`src/rtl/pwd_lock_ctrl_if.sv`:
```
// Bus bundle for pwd_lock_ctrl: operator command strobes in, status out.
// master = operator side (drives commands), slave = controller side.
interface pwd_lock_ctrl_if #(
    parameter int CODE_W = 8
);
    // Handshake: start, code_vld, check, exit and prog are single-cycle strobes
    // sampled on the rising clock edge. There is no ready/backpressure; in any
    // cycle the controller either acts on a strobe or ignores it, depending on
    // its state. code_in is only looked at in a cycle where code_vld is high.
    logic              start;
    logic [CODE_W-1:0] code_in;
    logic              code_vld;
    logic              check;
    logic              exit;
    logic              prog;
    logic [2:0]        state;
    logic              unlocked;
    logic              err;
    logic [2:0]        fail_cnt;
    logic [3:0]        entry_idx;
    logic [12:0]       lock_rem;

    modport master (
        output start, code_in, code_vld, check, exit, prog,
        input  state, unlocked, err, fail_cnt, entry_idx, lock_rem
    );

    modport slave (
        input  start, code_in, code_vld, check, exit, prog,
        output state, unlocked, err, fail_cnt, entry_idx, lock_rem
    );
endinterface

```
`src/rtl/pwd_lock_ctrl.sv`:
```
// Password-lock controller: code entry and check, failure counting, timed
// lockout with a seconds countdown, and password reprogramming while open.
// Optional macro LOCKOUT_ESCALATE_EN doubles the lockout duration on each
// consecutive lockout (1x, 2x, 4x, 8x) until a successful unlock.
module pwd_lock_ctrl #(
    parameter int CODE_W    = 8,
    parameter int CODE_LEN  = 3,
    parameter int MAX_TRIES = 3,
    parameter int LOCK_SECS = 60,
    parameter int TICK_DIV  = 100000000,
    parameter logic [CODE_LEN*CODE_W-1:0] INIT_CODE = '0
) (
    input logic clk,
    input logic rst_n,
    pwd_lock_ctrl_if.slave bus
);
    localparam int                PRE_W    = $clog2(TICK_DIV);
    localparam int                IDX_W    = (CODE_LEN > 1) ? $clog2(CODE_LEN) : 1;
    localparam logic [3:0]        LEN4     = 4'(CODE_LEN);
    localparam logic [2:0]        MAX3     = 3'(MAX_TRIES);
    localparam logic [12:0]       BASE     = 13'(LOCK_SECS);
    localparam logic [PRE_W-1:0]  PRE_LAST = PRE_W'(TICK_DIV - 1);

    typedef enum logic [2:0] {
        S_IDLE    = 3'd0,
        S_LOCKED  = 3'd1,
        S_ERROR   = 3'd2,
        S_LOCKOUT = 3'd3,
        S_OPEN    = 3'd4,
        S_PROG    = 3'd5
    } state_t;

    state_t             state_q, state_d;
    logic [CODE_W-1:0]  pwd_q    [CODE_LEN];
    logic [CODE_W-1:0]  pwd_d    [CODE_LEN];
    logic [CODE_W-1:0]  shadow_q [CODE_LEN];
    logic [CODE_W-1:0]  shadow_d [CODE_LEN];
    logic [PRE_W-1:0]   presc_q, presc_d;
    logic               bad_q, bad_d;
    logic               err_q, err_d;
    logic [2:0]         fail_q, fail_d;
    logic [2:0]         fail_inc;
    logic [3:0]         idx_q, idx_d;
    logic [IDX_W-1:0]   widx;
    logic [12:0]        rem_q, rem_d;
    logic [12:0]        duration;

`ifdef LOCKOUT_ESCALATE_EN
    logic [1:0]         level_q, level_d;
    assign duration = BASE << level_q;
`else
    assign duration = BASE;
`endif

    assign widx     = idx_q[IDX_W-1:0];
    assign fail_inc = fail_q + 3'd1;

    // State and datapath registers; every register reloads its reset value on rst_n low.
    always_ff @(posedge clk) begin
        if (!rst_n) begin
            state_q <= S_IDLE;
            for (int i = 0; i < CODE_LEN; i++) begin
                pwd_q[i]    <= INIT_CODE[i*CODE_W +: CODE_W];
                shadow_q[i] <= '0;
            end
            presc_q <= '0;
            bad_q   <= 1'b0;
            err_q   <= 1'b0;
            fail_q  <= 3'd0;
            idx_q   <= 4'd0;
            rem_q   <= 13'd0;
`ifdef LOCKOUT_ESCALATE_EN
            level_q <= 2'd0;
`endif
        end else begin
            state_q  <= state_d;
            pwd_q    <= pwd_d;
            shadow_q <= shadow_d;
            presc_q  <= presc_d;
            bad_q    <= bad_d;
            err_q    <= err_d;
            fail_q   <= fail_d;
            idx_q    <= idx_d;
            rem_q    <= rem_d;
`ifdef LOCKOUT_ESCALATE_EN
            level_q  <= level_d;
`endif
        end
    end

    // Next-state and next-value logic; check always has priority over code_vld.
    always_comb begin
        state_d  = state_q;
        pwd_d    = pwd_q;
        shadow_d = shadow_q;
        presc_d  = presc_q;
        bad_d    = bad_q;
        err_d    = 1'b0;
        fail_d   = fail_q;
        idx_d    = idx_q;
        rem_d    = rem_q;
`ifdef LOCKOUT_ESCALATE_EN
        level_d  = level_q;
`endif
        case (state_q)
            S_IDLE: begin
                if (bus.start) state_d = S_LOCKED;
            end
            S_LOCKED: begin
                if (bus.check) begin
                    idx_d = 4'd0;
                    bad_d = 1'b0;
                    if (idx_q == LEN4 && !bad_q) begin
                        state_d = S_OPEN;
                        fail_d  = 3'd0;
`ifdef LOCKOUT_ESCALATE_EN
                        level_d = 2'd0;
`endif
                    end else begin
                        err_d = 1'b1;
                        if (fail_inc == MAX3) begin
                            state_d = S_LOCKOUT;
                            rem_d   = duration;
                            presc_d = '0;
                            fail_d  = 3'd0;
`ifdef LOCKOUT_ESCALATE_EN
                            level_d = (level_q == 2'd3) ? 2'd3 : level_q + 2'd1;
`endif
                        end else begin
                            state_d = S_ERROR;
                            fail_d  = fail_inc;
                        end
                    end
                end else if (bus.code_vld) begin
                    // A word beyond the password length spoils the entry.
                    if (idx_q == LEN4) begin
                        bad_d = 1'b1;
                    end else begin
                        if (bus.code_in != pwd_q[widx]) bad_d = 1'b1;
                        idx_d = idx_q + 4'd1;
                    end
                end
            end
            S_ERROR: begin
                state_d = S_LOCKED;
            end
            S_LOCKOUT: begin
                if (presc_q == PRE_LAST) begin
                    presc_d = '0;
                    if (rem_q <= 13'd1) begin
                        rem_d   = 13'd0;
                        state_d = S_LOCKED;
                    end else begin
                        rem_d = rem_q - 13'd1;
                    end
                end else begin
                    presc_d = presc_q + PRE_W'(1);
                end
            end
            S_OPEN: begin
                if (bus.exit) begin
                    state_d = S_LOCKED;
                    idx_d   = 4'd0;
                    bad_d   = 1'b0;
                end else if (bus.prog) begin
                    state_d = S_PROG;
                    idx_d   = 4'd0;
                end
            end
            S_PROG: begin
                if (bus.exit) begin
                    state_d = S_OPEN;
                    idx_d   = 4'd0;
                end else if (bus.code_vld) begin
                    shadow_d[widx] = bus.code_in;
                    idx_d          = idx_q + 4'd1;
                    // Last word written: commit the whole shadow at once.
                    if (idx_q == LEN4 - 4'd1) begin
                        pwd_d   = shadow_d;
                        state_d = S_OPEN;
                    end
                end
            end
            default: begin
                state_d = S_IDLE;
            end
        endcase
    end

    assign bus.state     = state_q;
    assign bus.unlocked  = (state_q == S_OPEN) || (state_q == S_PROG);
    assign bus.err       = err_q;
    assign bus.fail_cnt  = fail_q;
    assign bus.entry_idx = idx_q;
    assign bus.lock_rem  = rem_q;
endmodule

```
`src/flat_wrapper.sv`:
```
// flat-port wrapper written by rule: the top's interface ports become plain ports
module pwd_lock_ctrl_flat 
#(
    parameter int CODE_W    = 8,
    parameter int CODE_LEN  = 3,
    parameter int MAX_TRIES = 3,
    parameter int LOCK_SECS = 60,
    parameter int TICK_DIV  = 100000000,
    parameter logic [CODE_LEN*CODE_W-1:0] INIT_CODE = '0
)
  (clk, rst_n, bus_start, bus_code_in, bus_code_vld, bus_check, bus_exit, bus_prog, bus_state, bus_unlocked, bus_err, bus_fail_cnt, bus_entry_idx, bus_lock_rem);
  pwd_lock_ctrl_if #(.CODE_W(CODE_W)) bus_i ();
  input logic clk;
  input logic rst_n;
  input wire logic [$bits(bus_i.start)-1:0] bus_start;
  input wire logic [$bits(bus_i.code_in)-1:0] bus_code_in;
  input wire logic [$bits(bus_i.code_vld)-1:0] bus_code_vld;
  input wire logic [$bits(bus_i.check)-1:0] bus_check;
  input wire logic [$bits(bus_i.exit)-1:0] bus_exit;
  input wire logic [$bits(bus_i.prog)-1:0] bus_prog;
  output wire logic [$bits(bus_i.state)-1:0] bus_state;
  output wire logic [$bits(bus_i.unlocked)-1:0] bus_unlocked;
  output wire logic [$bits(bus_i.err)-1:0] bus_err;
  output wire logic [$bits(bus_i.fail_cnt)-1:0] bus_fail_cnt;
  output wire logic [$bits(bus_i.entry_idx)-1:0] bus_entry_idx;
  output wire logic [$bits(bus_i.lock_rem)-1:0] bus_lock_rem;
  assign bus_i.start = bus_start;
  assign bus_i.code_in = bus_code_in;
  assign bus_i.code_vld = bus_code_vld;
  assign bus_i.check = bus_check;
  assign bus_i.exit = bus_exit;
  assign bus_i.prog = bus_prog;
  assign bus_state = bus_i.state;
  assign bus_unlocked = bus_i.unlocked;
  assign bus_err = bus_i.err;
  assign bus_fail_cnt = bus_i.fail_cnt;
  assign bus_entry_idx = bus_i.entry_idx;
  assign bus_lock_rem = bus_i.lock_rem;
  pwd_lock_ctrl #(.CODE_W(CODE_W), .CODE_LEN(CODE_LEN), .MAX_TRIES(MAX_TRIES), .LOCK_SECS(LOCK_SECS), .TICK_DIV(TICK_DIV), .INIT_CODE(INIT_CODE)) u_core (.clk(clk), .rst_n(rst_n), .bus(bus_i));
endmodule
```
`config.mk`:
```
export PLATFORM = sky130hd
export DESIGN_NAME = pwd_lock_ctrl_flat
export DESIGN_NICKNAME = d
export VERILOG_FILES = /design/src/rtl/pwd_lock_ctrl_if.sv /design/src/rtl/pwd_lock_ctrl.sv /design/src/flat_wrapper.sv
export SDC_FILE = /design/constraint.sdc
export NUM_CORES = 1
export LEC_CHECK = 0
export CAP_MARGIN = 0
export CELL_PAD_IN_SITES_DETAIL_PLACEMENT = 0
export CELL_PAD_IN_SITES_GLOBAL_PLACEMENT = 1
export CORE_ASPECT_RATIO = 1.2
export CORE_MARGIN = 2
export CORE_UTILIZATION = 35
export DETAILED_ROUTE_END_ITERATION = 7
export HOLD_SLACK_MARGIN = 0.06
export PLACE_DENSITY = 0.64
export SLEW_MARGIN = 20
export SYNTH_ARGS = -nofsm -noshare
export SYNTH_HDL_FRONTEND = slang
export SYNTH_SLANG_ARGS = --single-unit
```
`constraint.sdc`:
```
create_clock -name clk -period 4 [get_ports clk]
set_clock_uncertainty 0.05 [all_clocks]
set_input_delay 0.8 -clock clk [delete_from_list [all_inputs] [get_ports clk]]
set_output_delay 0.8 -clock clk [all_outputs]
set_load 0.01 [all_outputs]
```
==> run_results.csv <==
group,metric,value,unit
critical_path,crit_type,"reg2reg",
critical_path,worst_ep_arrival_time,3.11,ns
synthesis,syn_area_per_cell,8.22,um^2
place,placed_area,5250,um^2
sta,setup_viol,0,
routing,wl_per_cell,15.9,um
layout,area_delta_synth_final,15.6,%
die,rows,46,
die,die_w,111,um
cts,cts_tree,"yes",
sta,drv_slew,0,
layout,register_area,1840,um^2
global_route,grt_pass1_wl,20.0,mm
critical_path,path_max_fanout,18,
routing,ant_nets,0,
synthesis,synth_cell_type_count,61,
synthesis,async_flop_share,0,
die,dieArea,14600,um^2
die,start_util,0.360,
routing,drc,0,
global_route,gr-total-overflow,0,
sta,fmax,341,MHz
sta,period_share,0.734,
cts,cts_hold_buf,0,
synthesis,synth_edf_count,0,
routing,routed_wirelength,12.2,mm
layout,mostFrequentLayoutCells,"dfxtp_1, nor2_1, nand2_1",
routing,drt_iter0_markers,188,
run_status,status,"complete, no violations",
power_and_ir_drop,irDropWorstVdd,0.197,mV
power_and_ir_drop,fin_total_pwr,0.00203,W
routing,route.vias.total,4119,
layout,drive_above_1_share,0.0617,
flow_run,max_cap_viol_count,0,
synthesis,syn-num-nets,606,
sta,post-route-min-period,2.93,ns
layout,fin_nets,619,
synthesis,syn_inst,582,
cts,ctsResizeCount,0,
layout,diodes,0,
power_and_ir_drop,leakage,1.81,nW
cts,cts_root_buffer,"clkbuf_16",
layout,fillerInstances,1378,
sta,rsz0062_at_grt,"no",
routing,first_pass_iters,5,
layout,design_area,5530,um^2
place,routabilityCongestion,0.786,
synthesis,synth_flop_cell,"dfxtp_1",
sta,tns,0,ns
critical_path,startpoint_type,"flop",
cts,clk_pin_slew,0.06,ns
synthesis,ys_warn_count,0,
synthesis,synth_area,4780,um^2
synthesis,yosysSeqAreaShare,0.385,
layout,stdcell_count,768,
die,fp.dieH,132,um
place,dp_cells,752,
global_route,antenna_found_initial,0,
cts,cts.sinks,92,
die,coreArea,13300,um^2
synthesis,ys_ff_latch,92,
cts,ctsHtreeMaxLevel,3,
critical_path,worstPathRequired,4.18,ns
sta,finalHoldViolCount,0,
critical_path,endpoint_kind,"flop",
sta,fin_hold_ws,0.402,ns
layout,multi_input_area,2720,um^2
layout,mostFrequentLayoutCell,"dfxtp_1",
min_path,hp-class,"reg2reg",
die,ioPinCount,40,
routing,viasPerCell,5.36,
global_route,grt_max_degree,44,
sta,worst_pin_slew,0.913,ns
global_route,grtUsageTotal,0.169,
cts,cts_inserted_buffers,9,
power_and_ir_drop,p_per_area,367,nW/um^2
place,post-dp-hpwl,8.37,mm
place,port_buffers,39,
sta,max_slew_margin,0.391,
cts,cts_max_path_buffers,2,
cts,cts_setup_buffers,0,
cts,clock_latency,0.35,ns
global_route,grt_pass1_vias,4026,
[cell families (layout without fill, tap and decap cells)]
| family | count (synthesis) | after routing | share of synthesized area |
|---|---|---|---|
| mux | 29 | 29 | 0.0610 |
| fa+ha+maj | 9 | 9 | 0.0235 |
| simple gates | 254 | 254 | 0.277 |
| xor+xnor | 33 | 33 | 0.0604 |
| flops | 92 | 92 | 0.385 |
| compound gates | 113 | 113 | 0.146 |
| buf+inv | 52 | 70 | 0.0466 |
[through the flow]
stage / utilization / setup slack, ns
after floorplan: - / 1.63
after global placement: 0.395 / 0.931
after detailed placement: 0.395 / 0.858
after CTS: 0.416 / 1.03
after global routing: 0.416 / 0.834
final: 0.416 / 1.07
[synth_stat cells (4+ instances only)]
library cell / instances / area (um^2)
dfxtp_1: 92 / 1840
nor2_1: 70 / 263
nand2_1: 60 / 225
a21oi_1: 48 / 240
nand3_1: 32 / 160
clkbuf_1: 28 / 105
mux2i_1: 28 / 280
xnor2_1: 22 / 193
a211oi_1: 19 / 143
nor3_1: 18 / 90.1
o21ai_0: 13 / 65.1
nand4_1: 11 / 68.8
xor2_1: 11 / 96.3
buf_2: 10 / 50.1
ha_1: 9 / 113
inv_1: 8 / 30.0
o22ai_1: 7 / 43.8
and3_1: 6 / 37.5
nand3b_1: 6 / 45.0
o2bb2ai_1: 6 / 52.6
nor4_1: 5 / 31.3
and2_1: 4 / 25.0
and4_1: 4 / 35.0
nor2b_1: 4 / 25.0
o211ai_1: 4 / 30.0
[state kept, by name, summed over array words and instances (netlist names)]
register              flops
u_core.pwd_q             24
u_core.presc_q           27
u_core.bus.lock_rem      13
u_core.bad_q              1
u_core.bus.fail_cnt       3
u_core.bus.state          3
u_core.bus.err            1
u_core.shadow_q          16
u_core.bus.entry_idx      4
[power by group]
part	leakage (nW)	switching [W]	internal (W)	total, W
Clock	0.139	0.000369	0.000482	0.000851
Sequential	0.741	0.0000265	0.000926	0.000952
Combinational	0.932	0.000130	0.0000935	0.000223
[worst max-delay path, cell delays in order, from the launching register on]
cell	delay [ns]
dfxtp_1	0.68
ha_1	0.29
or4b_1	0.52
a41oi_1	0.27
nand2b_1	0.60
or3_1	0.22
xnor2_1	0.12
nor2_1	0.06
[final timing paths]
path / from / end / slack [ns] / cells past startpoint
worst max register to register: u_core.bus.entry_idx[0]$_SDFFE_PN0P_ / u_core.presc_q[12]$_SDFFE_PN0P_ / 1.07 / 7
worst min-delay path: u_core.shadow_q[15]$_SDFFE_PN0P_ / u_core.shadow_q[15]$_SDFFE_PN0P_ / 0.40 / 2
worst max-delay path: u_core.bus.entry_idx[0]$_SDFFE_PN0P_ / u_core.presc_q[12]$_SDFFE_PN0P_ / 1.07 / 7
worst min register to register: u_core.shadow_q[15]$_SDFFE_PN0P_ / u_core.shadow_q[15]$_SDFFE_PN0P_ / 0.40 / 2
[metal layers]
layer	vias up	global-route usage	share of wire
li1	2097	-	-
met2	61	0.310	0.52
met3	12	0.0239	0.022
met5	-	0	0
met4	0	0.0771	0.019
met1	1949	0.192	0.44
[layout make-up]
type                            count  share of cell area
Clock buffer                       11              0.0421
Multi-Input combinational cell    438               0.493
Inverter                            9             0.00611
Clock inverter                      5             0.00950
Sequential cell                    92               0.333
Timing Repair Buffer               45              0.0787
Tap cell                          168              0.0380
Note: power is estimated with default switching activity, not from simulation.
